`src/rtl/wb_prog_loader.sv`:
```
// wb_prog_loader: Wishbone initiator streaming program bytes into instruction memory.
// Define WB_LOADER_VERIFY_EN to read back and compare every byte after its write.
module wb_prog_loader #(
  parameter int ADDR_STRIDE = 4,
  parameter int LEN_W = 9,
  parameter int TIMEOUT = 255
) (
  input  logic             wb_clk_i,
  input  logic             wb_rst_i,
  input  logic             start,
  input  logic [31:0]      base_addr,
  input  logic [LEN_W-1:0] length,
  input  logic [7:0]       s_data,
  input  logic             s_valid,
  output logic             s_ready,
  output logic             wbm_cyc_o,
  output logic             wbm_stb_o,
  output logic             wbm_we_o,
  output logic [3:0]       wbm_sel_o,
  output logic [31:0]      wbm_adr_o,
  output logic [31:0]      wbm_dat_o,
  input  logic [31:0]      wbm_dat_i,
  input  logic             wbm_ack_i,
  output logic             busy,
  output logic             done,
  output logic             error,
  output logic [LEN_W-1:0] count
);
  localparam int TW = $clog2(TIMEOUT + 1);
  typedef enum logic [2:0] {IDLE, WAIT_DATA, WRITE, GAP, VERIFY, DONE} state_t;
  state_t           state_q, state_d;
  logic [31:0]      base_q, base_d;
  logic [LEN_W-1:0] len_q, len_d, count_q, count_d;
  logic [7:0]       byte_q, byte_d;
  logic [TW-1:0]    tmr_q, tmr_d;
  logic             error_q, error_d;
  logic             cyc, last, tmo;
  assign cyc  = (state_q == WRITE) || (state_q == VERIFY);
  assign last = (count_q + LEN_W'(1)) == len_q;
  assign tmo  = tmr_q == TW'(TIMEOUT - 1);
`ifndef WB_LOADER_VERIFY_EN
  logic unused_dat;
  assign unused_dat = ^wbm_dat_i;
`endif
  always_comb begin
    state_d = state_q;
    base_d  = base_q;
    len_d   = len_q;
    count_d = count_q;
    byte_d  = byte_q;
    error_d = error_q;
    tmr_d   = cyc ? tmr_q + TW'(1) : '0;
    case (state_q)
      IDLE: if (start) begin
        base_d  = base_addr;
        len_d   = length;
        count_d = '0;
        error_d = 1'b0;
        state_d = (length == '0) ? DONE : WAIT_DATA;
      end
      WAIT_DATA: if (s_valid) begin
        byte_d  = s_data;
        state_d = WRITE;
      end
      WRITE: if (wbm_ack_i) begin
`ifdef WB_LOADER_VERIFY_EN
        state_d = GAP;
`else
        count_d = count_q + LEN_W'(1);
        state_d = last ? DONE : WAIT_DATA;
`endif
      end else if (tmo) begin
        error_d = 1'b1;
        state_d = DONE;
      end
`ifdef WB_LOADER_VERIFY_EN
      GAP: state_d = VERIFY;
      VERIFY: if (wbm_ack_i) begin
        if (wbm_dat_i[7:0] == byte_q) begin
          count_d = count_q + LEN_W'(1);
          state_d = last ? DONE : WAIT_DATA;
        end else begin
          error_d = 1'b1;
          state_d = DONE;
        end
      end else if (tmo) begin
        error_d = 1'b1;
        state_d = DONE;
      end
`endif
      default: state_d = IDLE;
    endcase
  end
  always_ff @(posedge wb_clk_i) begin
    if (wb_rst_i) begin
      state_q <= IDLE;
      base_q  <= '0;
      len_q   <= '0;
      count_q <= '0;
      byte_q  <= '0;
      tmr_q   <= '0;
      error_q <= 1'b0;
    end else begin
      state_q <= state_d;
      base_q  <= base_d;
      len_q   <= len_d;
      count_q <= count_d;
      byte_q  <= byte_d;
      tmr_q   <= tmr_d;
      error_q <= error_d;
    end
  end
  assign s_ready   = state_q == WAIT_DATA;
  assign wbm_cyc_o = cyc;
  assign wbm_stb_o = cyc;
  assign wbm_we_o  = state_q == WRITE;
  assign wbm_sel_o = {3'b000, cyc};
  assign wbm_adr_o = base_q + 32'(count_q) * 32'(ADDR_STRIDE);
  assign wbm_dat_o = {24'h0, byte_q};
  assign busy      = cyc || (state_q == WAIT_DATA) || (state_q == GAP);
  assign done      = state_q == DONE;
  assign error     = error_q;
  assign count     = count_q;
endmodule

```
`config.mk`:
```
export PLATFORM = sky130hd
export DESIGN_NAME = wb_prog_loader
export DESIGN_NICKNAME = d
export VERILOG_FILES = /design/src/rtl/wb_prog_loader.sv
export SDC_FILE = /design/constraint.sdc
export NUM_CORES = 1
export LEC_CHECK = 0
export ABC_AREA = 1
export CORE_ASPECT_RATIO = 0.7
export CORE_UTILIZATION = 43
export CTS_CLUSTER_DIAMETER = 40
export DETAILED_ROUTE_END_ITERATION = 10
export PLACE_DENSITY_LB_ADDON = 0.08
export SYNTH_ARGS = -nofsm -noshare
export SYNTH_HDL_FRONTEND = slang
export SYNTH_SLANG_ARGS = --single-unit
export TNS_END_PERCENT = 100
```
`constraint.sdc`:
```
create_clock -name wb_clk_i -period 2.25 [get_ports wb_clk_i]
set_input_delay 0.3375 -clock wb_clk_i [delete_from_list [all_inputs] [get_ports wb_clk_i]]
set_output_delay 0.3375 -clock wb_clk_i [all_outputs]
set_load 0.1 [all_outputs]
```
== Word-level counts from Yosys, hierarchy flattened ==
Index checks and enable logic that the tools add are counted.
Word-level totals
  bits of input ports: 86
  word-level logic and storage cells: 50
  output and inout port bits: 84
  bits in registers: 70
Cells by class
  add/subtract/negate cells: 3
  reductions and logical operators: 12
  mux-type cells: 14
  bitwise operators: 1
  eq/ne operators: 13
Operators by type and width (number)
  adder 32 x 11 -> 32 bit: 1
  two-way mux 3 bit: 6
  two-way mux 9 bit: 2
  case mux 9 bit (2 select lines): 1
  adder 9 x 1 -> 9 bit, second input constant: 1
  == test 9 bit: 1
  logical NOT 9 bit: 1
  case mux 3 bit (3 select lines): 1
  adder 8 x 1 -> 8 bit, second input constant: 1
  == test 8 bit, second input constant: 1
  == test 3 x 2 -> 1 bit, second input constant: 2
  == test 3 bit, second input constant: 2
  inequality test 2 bit, second input constant: 3
  AND reduction 3 bit: 2
  inequality test 2 x 1 -> 1 bit, second input constant: 2
  AND reduction 2 bit: 2
  AND reduction 4 bit: 1
  == test 3 x 1 -> 1 bit, second input constant: 1
  logical NOT 3 bit: 1
  logical OR 1 bit: 3
  two-way mux 1 bit: 3
  inequality test 3 x 1 -> 1 bit, second input constant: 1
  case mux 1 bit (2 select lines): 1
  nonzero test 2 bit: 1
  2 further kinds: 2

== Depth between registers and ports, before layout ==
Gate-level depths: netlist (run 1).
  word-level depth: 5
  depth in mapped cells: 15
  gate-level depth less buffers: 15

== Least setup slack after synthesis (run 1) ==
Ideal clock, no wire load.
  kind: reg2out
  from: reg count_q[0] (netlist: count[0])
  to: out wbm_adr_o[28]
  data arrival time: 3.793 ns
  setup slack: -1.880 ns
  required time: 1.913 ns
  buffers on the path: 0
  cell stages (with the launch flop): 13
  cells stage by stage: dfxtp_1 -> ha_1 -> fa_1 -> inv_1 -> o21ai_2 -> nand2_1 -> nand2_2 -> nand2_2 -> a21oi_4 -> nand2_2 -> nor2_2 -> nand2_1 -> xor2_1
Between the ends
  cells in the longest elaborated chain, start to end: 1
Ends and longest elaborated chain
  start, declared: line 33  | logic [LEN_W-1:0] len_q, len_d, count_q, count_d;
  start signal, assigned: line 107  | count_q <= count_d;
  adder 32 x 11 -> 32 bit: line 118  | assign wbm_adr_o = base_q + 32'(count_q) * 32'(ADDR_STRIDE);
  end, declared: line 20  | output logic [31:0] wbm_adr_o,
No other way between the ends.

== Worst setup path in the final report (run 1) ==
  from: reg base_q[8]
  to: out wbm_adr_o[20]
Between the ends
  cells in the longest elaborated chain, start to end: 1
Ends and longest elaborated chain
  start, declared: line 32  | logic [31:0] base_q, base_d;
  start signal, assigned: line 105  | base_q <= base_d;
  adder 32 x 11 -> 32 bit: line 118
No other way between the ends.

==> results of run 1 <==
layer usage:
| layer | GRT usage [%] | wire (um) | vias up | share of wire, % |
|---|---|---|---|---|
| li1 | - | - | 2150 | - |
| met1 | 35.56 | 6017 | 2093 | 46 |
| met2 | 42.14 | 6102 | 188 | 46 |
| met3 | 5.769 | 856 | 23 | 6.5 |
| met4 | 8.741 | 233 | 0 | 1.8 |
| met5 | 0 | 0 | - | 0 |
worst paths after layout:
kind                   endpoint       from
setup / recovery  wbm_adr_o[20]  base_q[8]
hold / removal         len_q[7]   len_q[7]
setup reg to reg     state_q[2]   count[1]
hold reg to reg        len_q[7]   len_q[7]
flip-flops by register name, summed over array words and instances (netlist names):
| register | flops |
|---|---|
| base_q | 32 |
| len_q | 9 |
| error | 1 |
| count | 9 |
| state_q | 3 |
| byte_q | 8 |
| tmr_q | 8 |
power groups by stage:
stage / logic (uW) / clock network, uW / registers (uW)
6_report: 2280 / 1600 / 1460
5_1_grt: 2380 / 1680 / 1470
4_1_cts: 2250 / 1620 / 1450
3_5_place_dp: 2210 / 0 / 1470
3_3_place_gp: 2190 / 0 / 1470
2_1_floorplan: 1430 / 0 / 1600
cell type report:
| class | count | share of cell area, % |
|---|---|---|
| well taps | 124 | 2.131 |
| repair buffers | 182 | 27.61 |
| multi-input cells | 424 | 42.47 |
| inverters | 62 | 3.196 |
| flip-flops and latches | 70 | 19.90 |
| clock inverters | 6 | 1.254 |
| clock buffers | 10 | 3.436 |
what timing repair did:
action | in CTS | in global routing
gates resized for setup | 31 | 28
pin swaps | 24 | 33
endpoints found under the hold margin | 0 | 0
setup buffers | 10 | 11
cloned | 0 | 0
endpoints found under the setup margin | 25 | 26
kinds of logic (layout without fill, tap and decap cells):
group | Yosys count | in the layout | share of synthesized area (%)
AND/OR/NAND/NOR | 242 | 242 | 26.18
AO/OA/AOI/OAI | 112 | 112 | 15.39
buffers and inverters | 110 | 260 | 13.14
flip-flops | 70 | 70 | 34.54
XOR/XNOR | 30 | 30 | 6.475
adder cells (fa/ha/maj) | 13 | 13 | 4.194
other | 1 | 27 | 0.09242
Yosys cell counts, types with 3 or more instances:
| library cell | count |
|---|---|
| buf_2 | 3 |
| nand4_1 | 12 |
| nor3_1 | 8 |
| nor2_1 | 83 |
| a21oi_1 | 42 |
| dfxtp_1 | 70 |
| o21bai_1 | 3 |
| nor2_2 | 6 |
| nand2_2 | 3 |
| nor4_1 | 3 |
| nand3_1 | 28 |
| ha_1 | 12 |
| clkbuf_1 | 14 |
| xor2_1 | 29 |
| buf_4 | 31 |
| inv_1 | 61 |
| nand2_1 | 88 |
| o21ai_0 | 54 |
worst max-delay path, cell delays in order (launching register included):
cell and delay [ps]:
dfxtp_4 360, ha_4 290, nand2_4 70, nor3_4 210, nand2_2 90, nand2_4 90
nand2_4 70, a21oi_4 180, nand2_4 90, nor2_4 210, nand2_2 110, xor2_4 170
buf_12 190
layout by cell type, fill, tap and decap left out, types with 4 or more instances in the layout:
cell and n:
dfxtp_2 5, dfxtp_4 11, nand3_1 25, nor2_4 7, a21oi_2 5, buf_6 13, conb_1 27, buf_4 79
a21oi_1 36, o21ai_0 51, xor2_4 23, inv_2 5, nand4_1 12, nor2_2 4, nor2_1 79, clkbuf_16 10
nand2_2 8, ha_4 9, nand2_4 8, nand2_1 75, nand3_4 4, dfxtp_1 54, buf_12 37, xor2_2 4
nor3_1 6, clkdlybuf4s50_1 53, inv_1 57
stage by stage:
stage / utilization (%) / power (uW) / area [um2] / TNS [ps]
finish: 79.96 / 5346 / 7282 / -10710
global placement: 71.95 / 3653 / 6553 / -1912
detailed placement: 71.95 / 3687 / 6553 / -2589
floorplan: - / 3033 / 4871 / -12450
global route: 79.96 / 5536 / 7282 / -12470
CTS: 77.99 / 5323 / 7103 / -9202
==> impl_metrics.json, run 1 <==
{
  "htreeDepth": 3,
  "async_flop_share_pct": 0,
  "clockBufferDepth": 2,
  "startpoint_type": "register",
  "syn_avg_cell_area_um2": 7.020,
  "grt_usage_pct": 26.46,
  "portBuffers": 110,
  "power_density_mw_per_mm2": 734.1,
  "synthFlopType": "dfxtp_1",
  "cap_violations": 0,
  "drtIter0Drc": 268,
  "dieArea_mm2": 0.009835,
  "place_inst": 845,
  "synth_edf_count": 0,
  "crit_path_max_fanout": 3,
  "switching_share_pct": 41.42,
  "cts-hold-fix-buffers": 0,
  "p_leak_uw": 0.003037,
  "clockRootBuffer": "clkbuf_16",
  "min_path_cells": 2,
  "hold_path_class": "reg2reg",
  "wirelength_mm": 13.21,
  "p_seq_share_pct": 27.3,
  "clock-sinks": 70,
  "n_fill_cell": 584,
  "grt_max_degree": 33,
  "drive_above_1_share_pct": 34.22,
  "grt_overflow": 0,
  "setup_viol": 26,
  "syn_inst": 578,
  "max_freq_mhz": 355.4,
  "peakVddDrop_v": 0.0004594,
  "reg2reg_setup_slack_ps": 180,
  "p_int_uw": 3132,
  "fin_crit_sh_pct": 125.1,
  "critical_path_class": "reg2out",
  "die_w_um": 118.1,
  "r2r_cells": 18,
  "dp_hpwl_mm": 9.298,
  "arrival_ps": 2480,
  "via_per_inst": 5.073,
  "io_pins": 170,
  "ys_types": 40,
  "row_count": 29,
  "diodes": 0,
  "yosysTopAreaCellShare_pct": 34.54,
  "yosys-top-cells-area": "dfxtp_1 (35%), nand2_1 (8.1%), nor2_1 (7.7%), o21ai_0 (6.7%), xor2_1 (6.3%)",
  "dp_slack_ps": -229.7,
  "hold_slack_ps": 473.0,
  "combPwrFrac_pct": 42.7,
  "route.detailed.drc": 0,
  "hold_violations": 0,
  "place_congestion": 0.8538,
  "start_util_pct": 44.55,
  "yosysSeqAreaShare_pct": 34.54,
  "switchingPower_uw": 2214,
  "yosysWarnings": 0,
  "cts_buffers": 9,
  "slew_viol_final": 0,
  "first_global_vias": 4397,
  "finClkSkew_ps": 5.942,
  "wl_per_cell_um": 15.04,
  "via_count": 4454,
  "clkLatencyLatePin_ps": 330,
  "cts_tree": "yes",
  "finalNonFillerCells": 878,
  "relSlewSlack_pct": 66.80,
  "finalNetCount": 848,
  "setup_slack_ps": -564.1,
  "path_clk_slew_ps": 60,
  "violations": "negative setup slack",
  "grt_pass1_wl_mm": 20.63,
  "tightest_slew_ps": 496.2,
  "multi_input_area_mm2": 0.003093,
  "yosysTopAreaCell": "dfxtp_1",
  "rsz0062_at_grt": "yes",
  "seqCellArea_mm2": 0.001449,
  "required_ps": 1910,
  "clkPwrFrac_pct": 30.0,
  "min_period_ps": 2814,
  "ys_seq_elements": 70,
  "coreArea_mm2": 0.009107,
  "dieHeight_um": 83.28,
  "syn2layout_area_growth_pct": 79.46,
  "status": "finished with violations",
  "drtPass1Iterations": 5,
  "antenna_found_initial": 0,
  "crit_path_end_kind": "primary output",
  "syn-cell-area_mm2": 0.004058,
  "detail-route-antenna-nets": 0
}
(Power assumes the default switching activity.)
==> run 2: changes to the inputs <==
Settings changed: TNS_END_PERCENT 100 to 1.
==> impl_metrics.json, run 2 (synthesis results as in run 1) <==
{
  "reg2reg_setup_slack_ps": 250,
  "min_period_ps": 2796,
  "hold_violations": 0,
  "startpoint_type": "register",
  "relSlewSlack_pct": 33.17,
  "clockBufferDepth": 2,
  "violations": "negative setup slack",
  "antenna_found_initial": 0,
  "route.detailed.drc": 0,
  "peakVddDrop_v": 0.0005409,
  "grt_usage_pct": 24.91,
  "top_register": "base_q",
  "crit_path_max_fanout": 4,
  "r2r_end": "base_q[23]",
  "rsz0062_at_grt": "yes",
  "via_count": 4234,
  "clkLatencyLatePin_ps": 330,
  "wl_per_cell_um": 14.14,
  "htreeDepth": 3,
  "dp_slack_ps": -274.4,
  "portBuffers": 110,
  "multi_input_area_mm2": 0.002918,
  "final_common_cell": "nor2_1",
  "hold_slack_ps": 466.2,
  "p_leak_uw": 0.002807,
  "max_freq_mhz": 357.6,
  "finClkSkew_ps": 2.495,
  "coreArea_mm2": 0.009107,
  "path_clk_slew_ps": 50,
  "final_area_mm2": 0.006819,
  "detail-route-antenna-nets": 0,
  "drtPass1Iterations": 5,
  "fin_total_pwr_uw": 4988,
  "grt_pass1_wl_mm": 19.35,
  "clockRootBuffer": "clkbuf_16",
  "row_count": 29,
  "dp_hpwl_mm": 8.761,
  "diodes": 0,
  "hold_path_class": "reg2reg",
  "startpoint": "count[2]",
  "dieHeight_um": 83.28,
  "crit_end": "wbm_adr_o[21]",
  "setup_slack_ps": -546.4,
  "start_util_pct": 44.55,
  "syn2layout_area_growth_pct": 68.05,
  "placed_area_mm2": 0.006259,
  "io_pins": 170,
  "largest_reg_flops": 32,
  "drtIter0Drc": 307,
  "critical_path_class": "reg2out",
  "die_w_um": 118.1,
  "required_ps": 1910,
  "n_fill_cell": 650,
  "cts_buffers": 9,
  "via_per_inst": 4.935,
  "grt_max_degree": 63,
  "clock-sinks": 70,
  "setup_viol": 25,
  "dieArea_mm2": 0.009835,
  "crit_path_end_kind": "primary output",
  "cts_tree": "yes",
  "finalNetCount": 828,
  "wirelength_mm": 12.14,
  "power_density_mw_per_mm2": 731.5,
  "fin_crit_sh_pct": 124.3,
  "cap_violations": 0,
  "slew_viol_final": 0,
  "mostFrequentLayoutCells": "nor2_1 (81), nand2_1 (80), buf_4 (71)",
  "seqCellArea_mm2": 0.001439,
  "grt_overflow": 0,
  "final.setup.tns_ps": -10160,
  "status": "finished with violations",
  "r2r-start": "state_q[2]",
  "drive_above_1_share_pct": 29.70,
  "first_global_vias": 3992,
  "tightest_slew_ps": 1002,
  "r2r_cells": 8,
  "place_congestion": 0.8504,
  "arrival_ps": 2460
}
## run 2: changes by cell type in the layout (fill, tap and decap cells not counted), moves of 4 or more
cell     change
nand3_4      -4
nand2_4      -4
dfxtp_1      +4
nor2_4       -4
nand2_1      +5
buf_4        -8
buf_6        -9
## run 2: through the flow
step	utilization, %	cells
2_1_floorplan	-	604
3_3_place_gp	68.72	838
3_5_place_dp	68.72	838
4_1_cts	73.77	856
5_1_grt	74.87	858
6_report	74.87	858
## run 2: cell type report
class | instances | area share, %
Inverter | 62 | 3.413
Timing Repair Buffer | 162 | 26.24
Clock inverter | 5 | 0.4771
Sequential cell | 70 | 21.10
Clock buffer | 11 | 3.706
Multi-Input combinational cell | 424 | 42.79
Tap cell | 124 | 2.275
## run 2: worst min-delay path by stage
stage | slack, ps | cells past startpoint | start | endpoint
final | 470 | 2 | len_q[2] | len_q[2]
after global routing | 500 | 2 | len_q[8] | len_q[8]
after CTS | 470 | 2 | len_q[2] | len_q[2]
after detailed placement | 460 | 2 | len_q[2] | len_q[2]
after global placement | 450 | 2 | len_q[8] | len_q[8]
after floorplan | 410 | 1 | wb_rst_i | state_q[1]
## run 2: report_power, final
group	internal (uW)	total (uW)	switching (uW)
Sequential	1360	1460	101
Combinational	684	2190	1500
Clock	804	1350	543
## run 2: per-layer routing
metal  up-vias  share of wire, %  GRT usage [%]
li1       2105                 -              -
met1      1937                45          34.52
met2       178                45          37.75
met3        14               9.0          7.692
met4         0              0.92          5.711
met5         -                 0              0
## run 2: repair_timing
item                       4_1_cts  5_1_grt
buffers inserted                 2        2
setup endpoints to repair       25       26
pin swaps                       14       13
gates resized for setup         24       16
hold buffers                     0        0
## run 2: critical path: stages (launching register included)
cell and delay, ps:
dfxtp_4 350, ha_4 300, nand2_4 60, o21ai_4 170, nand3_2 140, a31oi_4 320, nand2_2 130, nor3_2 150
buf_4 160, xor2_4 160, buf_12 190
==> run 3: changes to the inputs <==
Settings changed: CORE_UTILIZATION 43 to 44, CTS_BUF_LIST from default to sky130_fd_sc_hd__clkbuf_8.
==> impl_metrics.json, run 3 (synthesis results as in run 1) <==
{
  "die_w_um": 116.8,
  "p_leak_uw": 0.002751,
  "critPathMaxStageDelay_ps": 350,
  "fin_total_pwr_uw": 4717,
  "clock-sinks": 70,
  "cts_tree": "yes",
  "via_count": 4251,
  "row_count": 28,
  "clockRootBuffer": "clkbuf_8",
  "coreArea_mm2": 0.008688,
  "required_ps": 1910,
  "setup_viol": 26,
  "wirelength_mm": 12.43,
  "drtPass1Iterations": 5,
  "arrival_ps": 2450,
  "crit_path_max_fanout": 4,
  "io_pins": 170,
  "power_density_mw_per_mm2": 705.1,
  "detail-route-antenna-nets": 0,
  "tightest_slew_ps": 991.6,
  "crit_path_end_kind": "primary output",
  "rsz0062_at_grt": "yes",
  "diodes": 0,
  "peakVddDrop_v": 0.0005939,
  "status": "finished with violations",
  "finalNetCount": 826,
  "route.detailed.drc": 0,
  "n_fill_cell": 610,
  "seqCellArea_mm2": 0.001436,
  "fin_crit_sh_pct": 124.1,
  "drive_above_1_share_pct": 28.96,
  "first_global_vias": 3999,
  "antenna_found_initial": 0,
  "cpMaxStageDelayCell": "dfxtp_1",
  "start_util_pct": 46.70,
  "grt_pass1_wl_mm": 19.40,
  "drtIter0Drc": 259,
  "via_per_inst": 4.989,
  "hold_violations": 0,
  "setup_slack_ps": -542.3,
  "startpoint_type": "register",
  "finClkSkew_ps": 10.64,
  "cap_violations": 0,
  "min_path_cells": 2,
  "clockBufferDepth": 2,
  "path_clk_slew_ps": 80,
  "max_freq_mhz": 358.1,
  "mostFrequentLayoutCells": "nor2_1 (81), nand2_1 (80), buf_4 (70)",
  "grt_max_degree": 61,
  "wl_per_cell_um": 14.58,
  "dieHeight_um": 82.35,
  "grt_overflow": 0,
  "syn2layout_area_growth_pct": 64.85,
  "slew_viol_final": 0,
  "grt_usage_pct": 26.79,
  "relSlewSlack_pct": 33.79,
  "top_register": "base_q",
  "final_common_cell": "nor2_1",
  "r2r_cells": 8,
  "violations": "negative setup slack",
  "dp_hpwl_mm": 8.958,
  "place_congestion": 0.8802,
  "hold_path_class": "reg2reg",
  "critical_path_class": "reg2out",
  "multi_input_area_mm2": 0.002884,
  "dieArea_mm2": 0.009616,
  "htreeDepth": 3,
  "cts_buffers": 9,
  "min_period_ps": 2792,
  "cp_cell_sequence": "ha_4 -> nand2_1 -> o21ai_1 -> nand2_2 -> buf_4 -> a31oi_2 -> nand4_1 -> xor2_4 -> buf_12",
  "clkLatencyLatePin_ps": 370,
  "largest_reg_flops": 32,
  "final_core_util_pct": 76.99,
  "portBuffers": 110
}
[run 3: changes by cell type in the layout (fill, tap and decap cells not counted), sizes merged]
| cell | before | now |
|---|---|---|
| buf | 109 | 107 |
| clkbuf | 11 | 9 |
| bufinv | 0 | 1 |
| clkinv | 3 | 2 |
| clkinvlp | 1 | 2 |
| inv | 63 | 64 |
[run 3: path summary, 6_finish.rpt]
check	startpoint	endpoint	slack [ps]
worst max-delay path	base_q[8]	wbm_adr_o[31]	-540
worst max register to register	state_q[2]	base_q[23]	220
worst min-delay path	len_q[1]	len_q[1]	470
worst min register to register	len_q[1]	len_q[1]	470
[run 3: area by class of cell]
type,instances,area share [%]
tap,120,2.245
timing repair buffer,160,26.60
sequential,70,21.47
clock inverter,7,1.235
clock buffer,9,1.852
inverter,62,3.479
multi-input combinational,424,43.12
[run 3: stage by stage]
step,instances,setup slack (ps),setup TNS (ps),cell area (um2),hold slack (ps)
after global placement,835,-209.0,-2086,6274,451.2
final,852,-542.3,-10300,6689,469.9
after CTS,852,-585.8,-10280,6640,474.0
after floorplan,604,-690.0,-18040,4659,406.6
after global routing,852,-644.3,-12590,6689,500.3
after detailed placement,835,-264.0,-3108,6274,461.5
[run 3: routing by layer]
metal / track usage [%] / part of all wire (%)
met1: 35.71 / 45
met4: 7.215 / 1.2
met3: 7.299 / 7.9
met2: 42.96 / 46
met5: 0 / 0
[run 3: worst max-delay path, delay by kind of cell, from the launching register on]
family / cells / cell delay, ps
simple gates: 3 / 460
compound gates: 2 / 410
flops: 1 / 350
buf+inv: 2 / 340
fa+ha+maj: 1 / 300
xor+xnor: 1 / 230
[run 3: repair_timing]
| item | CTS | global route |
|---|---|---|
| gates resized for setup | 24 | 8 |
| setup endpoints to repair | 26 | 29 |
| pin swaps | 14 | 6 |
| hold buffers | 0 | 0 |
| setup buffers | 1 | 0 |
[run 3: power by group]
group	total [uW]	internal, uW	switching, uW
combinational	2200	688	1510
clock	1060	526	538
sequential	1450	1350	100
